--- config.mk ---
export PLATFORM = sky130hd
export DESIGN_NAME = spike_train_decoder
export DESIGN_NICKNAME = d
export VERILOG_FILES = /design/src/rtl/spike_train_decoder.sv
export SDC_FILE = /design/constraint.sdc
export NUM_CORES = 1
export LEC_CHECK = 0
export ABC_AREA = 1
export CAP_MARGIN = 15
export CELL_PAD_IN_SITES_DETAIL_PLACEMENT = 0
export CELL_PAD_IN_SITES_GLOBAL_PLACEMENT = 1
export CORE_ASPECT_RATIO = 2
export CORE_MARGIN = 2
export CORE_UTILIZATION = 45
export DETAILED_ROUTE_END_ITERATION = 8
export GPL_ROUTABILITY_DRIVEN = 0
export PLACE_DENSITY = 0.81
export SYNTH_ARGS = -nofsm -noshare
export SYNTH_HDL_FRONTEND = slang
export SYNTH_SLANG_ARGS = --single-unit
export TNS_END_PERCENT = 20
--- constraint.sdc ---
create_clock -name CLOCK_50 -period 2.8 [get_ports CLOCK_50]
set_clock_uncertainty 0.15 [all_clocks]
set_input_delay 0.56 -clock CLOCK_50 [delete_from_list [all_inputs] [get_ports CLOCK_50]]
set_output_delay 0.56 -clock CLOCK_50 [all_outputs]
set_load 0.01 [all_outputs]
--- src/rtl/spike_train_decoder.sv ---
// Spike train decoder: counts spike rising edges per fixed window and tracks the
// most recent inter-spike interval, presenting each window's result on valid/ready.
module spike_train_decoder #(
    parameter int WINDOW_CYCLES = 1024,
    parameter int CNT_W         = 16,
    parameter int ISI_W         = 24
) (
    input  logic             CLOCK_50,
    input  logic             reset,
    input  logic             enable,
    input  logic             spike_in,
    output logic             out_valid,
    input  logic             out_ready,
    output logic [CNT_W-1:0] rate_count,
    output logic [ISI_W-1:0] last_isi,
    output logic             isi_known,
    output logic             count_sat,
    output logic             overrun
);

    localparam int WIN_W = (WINDOW_CYCLES > 2) ? $clog2(WINDOW_CYCLES) : 1;
    localparam logic [WIN_W-1:0] WIN_LAST = WIN_W'(WINDOW_CYCLES - 1);
    localparam logic [CNT_W-1:0] CNT_MAX  = {CNT_W{1'b1}};
    localparam logic [ISI_W-1:0] ISI_MAX  = {ISI_W{1'b1}};

    typedef enum logic [1:0] {
        S_IDLE  = 2'd0,
        S_ARMED = 2'd1,
        S_RUN   = 2'd2
    } state_t;

    state_t r_state;
    state_t w_state_next;

    logic             r_spike_q;
    logic [WIN_W-1:0] r_win_ctr;
    logic [CNT_W-1:0] r_spike_ctr;
    logic             r_sat;
    logic [ISI_W-1:0] r_isi_ctr;
    logic [ISI_W-1:0] r_last_isi_int;
    logic             r_isi_known_int;

    logic             r_out_valid;
    logic [CNT_W-1:0] r_rate_count;
    logic [ISI_W-1:0] r_last_isi;
    logic             r_isi_known;
    logic             r_count_sat;
    logic             r_overrun;

    logic             w_rise;
    logic             w_measuring;
    logic             w_win_end;
    logic             w_isi_event;
    logic [CNT_W-1:0] w_cnt_next;
    logic             w_sat_next;
    logic [ISI_W-1:0] w_isi_inc;
    logic [ISI_W-1:0] w_last_isi_next;
    logic             w_isi_known_next;

    always_ff @(posedge CLOCK_50) begin
        if (reset) begin
            r_state <= S_IDLE;
        end else begin
            r_state <= w_state_next;
        end
    end

    always_comb begin
        w_state_next = r_state;
        case (r_state)
            S_IDLE:  if (enable) w_state_next = S_ARMED;
            S_ARMED: begin
                if (!enable)     w_state_next = S_IDLE;
                else if (w_rise) w_state_next = S_RUN;
            end
            S_RUN:   if (!enable) w_state_next = S_IDLE;
            default: w_state_next = S_IDLE;
        endcase
    end

    // Window-end values must already include a rise in the final window cycle.
    always_comb begin
        w_rise      = spike_in & ~r_spike_q;
        w_measuring = (r_state != S_IDLE) && enable;
        w_win_end   = w_measuring && (r_win_ctr == WIN_LAST);
        w_isi_event = (r_state == S_RUN) && w_rise;

        w_cnt_next = r_spike_ctr;
        w_sat_next = r_sat;
        if (w_rise) begin
            if (r_spike_ctr == CNT_MAX) begin
                w_sat_next = 1'b1;
            end else begin
                w_cnt_next = r_spike_ctr + CNT_W'(1);
            end
        end

        w_isi_inc = (r_isi_ctr == ISI_MAX) ? r_isi_ctr : r_isi_ctr + ISI_W'(1);

        w_last_isi_next  = r_last_isi_int;
        w_isi_known_next = r_isi_known_int;
        if (w_isi_event) begin
            w_last_isi_next  = w_isi_inc;
            w_isi_known_next = 1'b1;
        end
    end

    always_ff @(posedge CLOCK_50) begin
        if (reset) begin
            r_spike_q       <= 1'b0;
            r_win_ctr       <= '0;
            r_spike_ctr     <= '0;
            r_sat           <= 1'b0;
            r_isi_ctr       <= '0;
            r_last_isi_int  <= '0;
            r_isi_known_int <= 1'b0;
        end else begin
            r_spike_q <= spike_in;
            if (!w_measuring) begin
                r_win_ctr       <= '0;
                r_spike_ctr     <= '0;
                r_sat           <= 1'b0;
                r_isi_ctr       <= '0;
                r_isi_known_int <= 1'b0;
            end else begin
                r_win_ctr       <= w_win_end ? '0 : r_win_ctr + WIN_W'(1);
                r_spike_ctr     <= w_win_end ? '0 : w_cnt_next;
                r_sat           <= w_win_end ? 1'b0 : w_sat_next;
                r_last_isi_int  <= w_last_isi_next;
                r_isi_known_int <= w_isi_known_next;
                if (w_rise) begin
                    r_isi_ctr <= '0;
                end else if (r_state == S_RUN) begin
                    r_isi_ctr <= w_isi_inc;
                end
            end
        end
    end

    // A new window result only replaces the held one if the old one is gone or leaving.
    always_ff @(posedge CLOCK_50) begin
        if (reset) begin
            r_out_valid  <= 1'b0;
            r_rate_count <= '0;
            r_last_isi   <= '0;
            r_isi_known  <= 1'b0;
            r_count_sat  <= 1'b0;
            r_overrun    <= 1'b0;
        end else begin
            if (w_win_end) begin
                if (!r_out_valid || out_ready) begin
                    r_out_valid  <= 1'b1;
                    r_rate_count <= w_cnt_next;
                    r_count_sat  <= w_sat_next;
                    r_last_isi   <= w_last_isi_next;
                    r_isi_known  <= w_isi_known_next;
                end else begin
                    r_overrun <= 1'b1;
                end
            end else if (r_out_valid && out_ready) begin
                r_out_valid <= 1'b0;
            end
            if ((r_state == S_IDLE) && enable) begin
                r_overrun <= 1'b0;
            end
        end
    end

    assign out_valid  = r_out_valid;
    assign rate_count = r_rate_count;
    assign last_isi   = r_last_isi;
    assign isi_known  = r_isi_known;
    assign count_sat  = r_count_sat;
    assign overrun    = r_overrun;

endmodule

==> flow_summary.ini, run 1 <==
[cts]
clk_pin_slew_ns = 0.06
cts_resized = 0
holdBufCountCts = 0
cts_tree = done
clock_latency_ns = 0.42
cts_setup_buffers = 0
cts-root-buf = clkbuf_16
h-tree-depth = 4
cts_buffer_depth = 2
numCtsBuffers = 17
cts_sinks = 123

[sta]
relSlewSlack = 0.680
rsz0062_at_grt = false
layout_min_cycle_time_ns = 2.31
setup_viol = 0
clock.fmax_mhz = 433
fin_setup_tns_ns = 0
final_hold_viol_count = 0
worst_pin_slew_ns = 0.479
final-max-slew-violation-count = 0
fin_crit_sh = 0.824

[grt]
overflow = 0
grt_pass1_vias = 5521
antenna_found_initial = 0
grt_max_degree = 47
grt_use_total = 0.221
grt_pass1_wl_um = 26100

[critical_path]
critPathRequiredTime_ns = 2.93
cp_max_fo = 26
cp.arrival_ns = 2.44
crit_path_end_kind = register
reg2reg_slack_ns = 0.49
r2r-start = r_isi_ctr[0]
startpoint_type = register
rr_endpoint = last_isi[0]
crit_start = r_isi_ctr[0]
crit_end = last_isi[0]
critical_path_class = register to register
reg2reg_depth = 10

[die]
core_area_mm2 = 0.0137
die_w_um = 87.5
rows = 61
die_y_um = 171
die_area_mm2 = 0.0150
start_util = 0.457
io_pins = 49

[yosys]
ys_seq_area_frac = 0.392
synth_area_mm2 = 0.00628
syn_avg_cell_area_um2 = 6.72
synthCells = 934
ys_types = 40
yosysTopAreaCell = dfxtp_1
synthArstFlopShare = 0
yosys-top-cells-area = dfxtp_1, nand2_1, inv_1
ys_ff_latch = 123
ys.flop_type = dfxtp_1
yosysWarningCount = 0
synth_nets = 942
yosys.area.top_type_share = 0.392
synth_edf_count = 0

[power_and_ir_drop]
clock_power_share = 0.519
peakVddDrop_v = 0.000444
swShare = 0.251
p_leak_nw = 3.20
cellPowerDensity_mw_per_mm2 = 533
switchingPower_w = 0.000998
seq_power_share = 0.449
p_total_w = 0.00397
p_int_w = 0.00297
power_frac_comb = 0.032

[layout]
fin_nets = 987
n_fill_cell = 1374
syn2layout_area_growth_pct = 18.7
drive_gt1_frac = 0.0998
design_area_mm2 = 0.00746
n_antenna_cell = 0

[drt]
drt-total-wl_um = 15500
route.detailed.drc = 0
via_per_inst = 5.05
first_iter_violations = 285
antenna_left = 0
vias = 5797
drtPass1Iterations = 5
wire_per_inst_um = 13.5

[placed_design]
hpwlAfterDp_um = 10800
port_buffers = 48
place_area_mm2 = 0.00690

[min_path]
hp-class = input port to register
min_path_cells = 2

[outcome]
run_status = completed

[job]
max-cap-violations = 0
-- per-stage QoR --
stage               instances  setup WS [ns]  hold slack (ns)  utilization
finish                   1149          0.493            0.233        0.543
global route             1149          0.277            0.241        0.543
CTS                      1149          0.480            0.215        0.543
detailed placement       1117          0.283            0.296        0.502
global placement         1117          0.300            0.288        0.502
floorplan                 934          0.936            0.277            -
-- state kept, by name (all words and copies together) (netlist names) --
| signal | count |
|---|---|
| overrun | 1 |
| r_spike_ctr | 16 |
| r_win_ctr | 10 |
| r_spike_q | 1 |
| r_isi_ctr | 24 |
| rate_count | 16 |
| r_state | 2 |
| isi_known | 1 |
| out_valid | 1 |
| r_last_isi_int | 24 |
| count_sat | 1 |
| r_isi_known_int | 1 |
| last_isi | 24 |
| r_sat | 1 |
-- how the worst min path moves through the flow --
stage / startpoint / endpoint / slack, ns
final: reset / out_valid / 0.23
after CTS: reset / out_valid / 0.22
after floorplan: r_state[1] / r_state[0] / 0.28
after detailed placement: r_sat / r_sat / 0.30
after global routing: reset / out_valid / 0.24
after global placement: r_state[1] / r_state[0] / 0.29
-- layout make-up --
type	count	area [um^2]	share of cell area
well taps	157	196	0.0263
flip-flops and latches	123	2460	0.330
inverters	163	612	0.0821
repair buffers	62	618	0.0829
clock buffers	17	425	0.0571
multi-input cells	612	3010	0.404
clock inverters	15	130	0.0175
-- cells by family after synthesis --
| family | synth area share |
|---|---|
| buffers and inverters | 0.128 |
| adder cells (fa/ha/maj) | 0.00598 |
| multiplexers | 0.00797 |
| AO/OA/AOI/OAI | 0.129 |
| AND/OR/NAND/NOR | 0.326 |
| flip-flops | 0.392 |
| XOR/XNOR | 0.0112 |
-- cells in the mapped netlist, types with 4 or more instances --
| library cell | count |
|---|---|
| nand2_1 | 208 |
| inv_1 | 155 |
| dfxtp_1 | 123 |
| nor2_1 | 89 |
| nand3_1 | 83 |
| a21oi_1 | 78 |
| o21ai_0 | 42 |
| nand3_2 | 15 |
| nand4_1 | 15 |
| clkbuf_1 | 14 |
| o21ai_1 | 10 |
| buf_2 | 9 |
| inv_2 | 8 |
| nor2_2 | 8 |
| nor3_1 | 8 |
| o211ai_1 | 6 |
| buf_4 | 5 |
| mux2i_1 | 5 |
| buf_1 | 4 |
| buf_6 | 4 |
| nor2_4 | 4 |
| xnor2_1 | 4 |
| xor2_1 | 4 |
-- worst max-delay path, stage by stage, from the launching register on --
cell     delay, ns
dfxtp_1       0.47
ha_1          0.24
inv_1         0.09
nor2_4        0.17
nand2_4       0.10
nor2_4        0.17
nand2_4       0.25
nand2_1       0.17
nand3_1       0.10
o21ai_0       0.15
a21oi_1       0.12
-- per-layer routing --
layer  part of all wire  track usage  up-vias
met5                  0            0        -
met4              0.021       0.0803        0
met3              0.028       0.0405       22
met2               0.50        0.377       97
met1               0.45        0.272     2612
li1                   -            -     3066
-- power by group through the flow --
stage | sequential [W] | combinational [W] | clock, W
global placement | 0.00182 | 0.000125 | 0
floorplan | 0.00182 | 0.0000932 | 0
global route | 0.00179 | 0.000144 | 0.00219
CTS | 0.00178 | 0.000127 | 0.00210
finish | 0.00178 | 0.000127 | 0.00206
detailed placement | 0.00182 | 0.000127 | 0
-- placed cells by master, fill, tap and decap left out, types with 2 or more instances in the layout --
master	n
a211oi_1	3
a211oi_2	2
a21oi_1	78
a21oi_2	3
a31oi_1	2
buf_12	3
buf_4	11
clkbuf_16	17
clkdlybuf4s50_1	47
clkinv_4	4
clkinvlp_4	3
dfxtp_1	123
ha_1	3
inv_1	155
inv_2	8
inv_6	7
mux2i_1	5
nand2_1	208
nand2_2	2
nand2_4	2
nand3_1	83
nand3_2	15
nand3b_1	3
nand4_1	15
nor2_1	89
nor2_2	8
nor2_4	4
nor3_1	8
nor3_2	2
nor3b_1	2
o211ai_1	6
o21ai_0	42
o21ai_1	10
or2_2	3
xnor2_1	4
xor2_1	4
Note: power is estimated with default switching activity, not from simulation.
==> inputs of run 2 (changes only) <==
--- a/config.mk
+++ b/config.mk
@@ -11,10 +11,10 @@
 export CELL_PAD_IN_SITES_GLOBAL_PLACEMENT = 1
 export CORE_ASPECT_RATIO = 2
 export CORE_MARGIN = 2
-export CORE_UTILIZATION = 45
+export CORE_UTILIZATION = 42
 export DETAILED_ROUTE_END_ITERATION = 8
 export GPL_ROUTABILITY_DRIVEN = 0
-export PLACE_DENSITY = 0.81
+export PLACE_DENSITY = 0.76
 export SYNTH_ARGS = -nofsm -noshare
 export SYNTH_HDL_FRONTEND = slang
 export SYNTH_SLANG_ARGS = --single-unit
==> constraint.sdc (replaced) <==
create_clock -name CLOCK_50 -period 2.31 [get_ports CLOCK_50]
set_clock_uncertainty 0.15 [all_clocks]
set_input_delay 0.462 -clock CLOCK_50 [delete_from_list [all_inputs] [get_ports CLOCK_50]]
set_output_delay 0.462 -clock CLOCK_50 [all_outputs]
set_load 0.01 [all_outputs]
==> flow_summary.ini, run 2 (same netlist as run 1, synthesis figures left out) <==
[layout]
n_fill_cell = 1562
design_area_mm2 = 0.00778
fin_nets = 1006
layout_common_cells = nand2_1, inv_1, dfxtp_1
syn2layout_area_growth_pct = 23.8
multi_input_area_mm2 = 0.00301
seq_area_mm2 = 0.00246
n_antenna_cell = 0
layoutNonFillerInstCount = 1206
layout_commonest_cell = nand2_1
drive_gt1_frac = 0.116

[drt]
vias = 5942
route.detailed.drc = 0
via_per_inst = 4.93
drt-total-wl_um = 16700
first_iter_violations = 276
antenna_left = 0
drtPass1Iterations = 6
wire_per_inst_um = 13.8

[min_path]
hp-class = input port to register
hp-start = reset
min_to = out_valid
min_path_cells = 2

[sta]
worst_pin_slew_ns = 0.479
rsz0062_at_grt = false
clock.fmax_mhz = 477
final_hold_viol_count = 0
final-max-slew-violation-count = 0
relSlewSlack = 0.681
fin_crit_sh = 0.908
layout_min_cycle_time_ns = 2.10
setup_viol = 0

[die]
die_w_um = 90.5
rows = 63
die_y_um = 177
start_util = 0.426
io_pins = 49
die_area_mm2 = 0.0160
core_area_mm2 = 0.0147

[outcome]
run_status = completed

[grt]
grt_pass1_vias = 5769
grt_pass1_wl_um = 27800
grt_use_total = 0.218
overflow = 0
antenna_found_initial = 0
grt_max_degree = 47

[critical_path]
crit_path_end_kind = register
path_common_cell = inv_1
cp.arrival_ns = 2.26
cp.buffers_inverters = 3
cp_max_fo = 4
reg2reg_slack_ns = 0.21
critPathRequiredTime_ns = 2.47
rr_endpoint = rate_count[1]
crit_chain = ha_1 -> nand2_1 -> nor2_1 -> inv_1 -> nor4_2 -> nand3_1 -> inv_1 -> nand3_1 -> nand2_1 -> inv_1
reg2reg_depth = 10
slowest_stage = dfxtp_1
startpoint_type = register
critical_path_class = register to register
cpPeakStageDelay_ns = 0.37
r2r-start = r_win_ctr[0]
crit_family = simple AND/OR/NAND/NOR gates

[job]
max-cap-violations = 0

[cts]
cts_sinks = 123
cts_setup_buffers = 0
cts_tree = done
clk_pin_slew_ns = 0.05
cts-root-buf = clkbuf_16
numCtsBuffers = 17
holdBufCountCts = 0
cts_resized = 0
clock_latency_ns = 0.41
cts_buffer_depth = 2
h-tree-depth = 4

[placed_design]
placed_cells_incl_taps = 1174
hpwlAfterDp_um = 12400
place_area_mm2 = 0.00710
port_buffers = 48

[power_and_ir_drop]
peakVddDrop_v = 0.000594
cellPowerDensity_mw_per_mm2 = 689
p_leak_nw = 3.36
[run 2: per-stage QoR]
step                hold slack (ns)   util  power [W]  TNS [ns]  worst slack (ns)
floorplan                     0.277      -    0.00232         0             0.446
global placement              0.289  0.482    0.00237    -0.104           -0.0626
detailed placement            0.294  0.482    0.00237    -0.199           -0.0620
CTS                           0.183  0.528    0.00542         0             0.205
global route                  0.191  0.528    0.00554         0            0.0242
finish                        0.181  0.528    0.00536         0             0.212
[run 2: layout make-up]
cell class                 count  area share
inverter                     163      0.0787
sequential                   123       0.317
multi-input combinational    612       0.387
clock inverter                12      0.0280
timing repair buffer          81      0.0994
clock buffer                  20      0.0587
tap                          195      0.0314
[run 2: worst max-delay path by stage]
stage / from / to / slack, ns / depth (start not counted)
finish: r_win_ctr[0] / rate_count[1] / 0.21 / 10
CTS: r_win_ctr[0] / rate_count[9] / 0.21 / 10
global route: r_win_ctr[0] / rate_count[1] / 0.02 / 10
global placement: spike_in / rate_count[15] / -0.06 / 12
detailed placement: spike_in / rate_count[15] / -0.06 / 12
floorplan: r_isi_ctr[0] / last_isi[16] / 0.45 / 12
[run 2: layer usage]
layer,GRT usage,share of wire
met5,0,0
met3,0.0417,0.027
met1,0.221,0.39
met2,0.429,0.56
met4,0.0833,0.024
[run 2: power breakdown]
part           internal, W  total [W]  switching (W)
clock network      0.00207    0.00304       0.000963
registers          0.00215    0.00216      0.0000139
logic            0.0000524   0.000157       0.000104
total              0.00428    0.00536        0.00108
[run 2: worst reg2reg max path: stages (launching register included)]
cell and delay, ns:
dfxtp_1 0.37, ha_1 0.18, nand2_1 0.06, nor2_1 0.18
inv_1 0.11, nor4_2 0.23, nand3_1 0.26, inv_1 0.26
nand3_1 0.10, nand2_1 0.07, inv_1 0.03
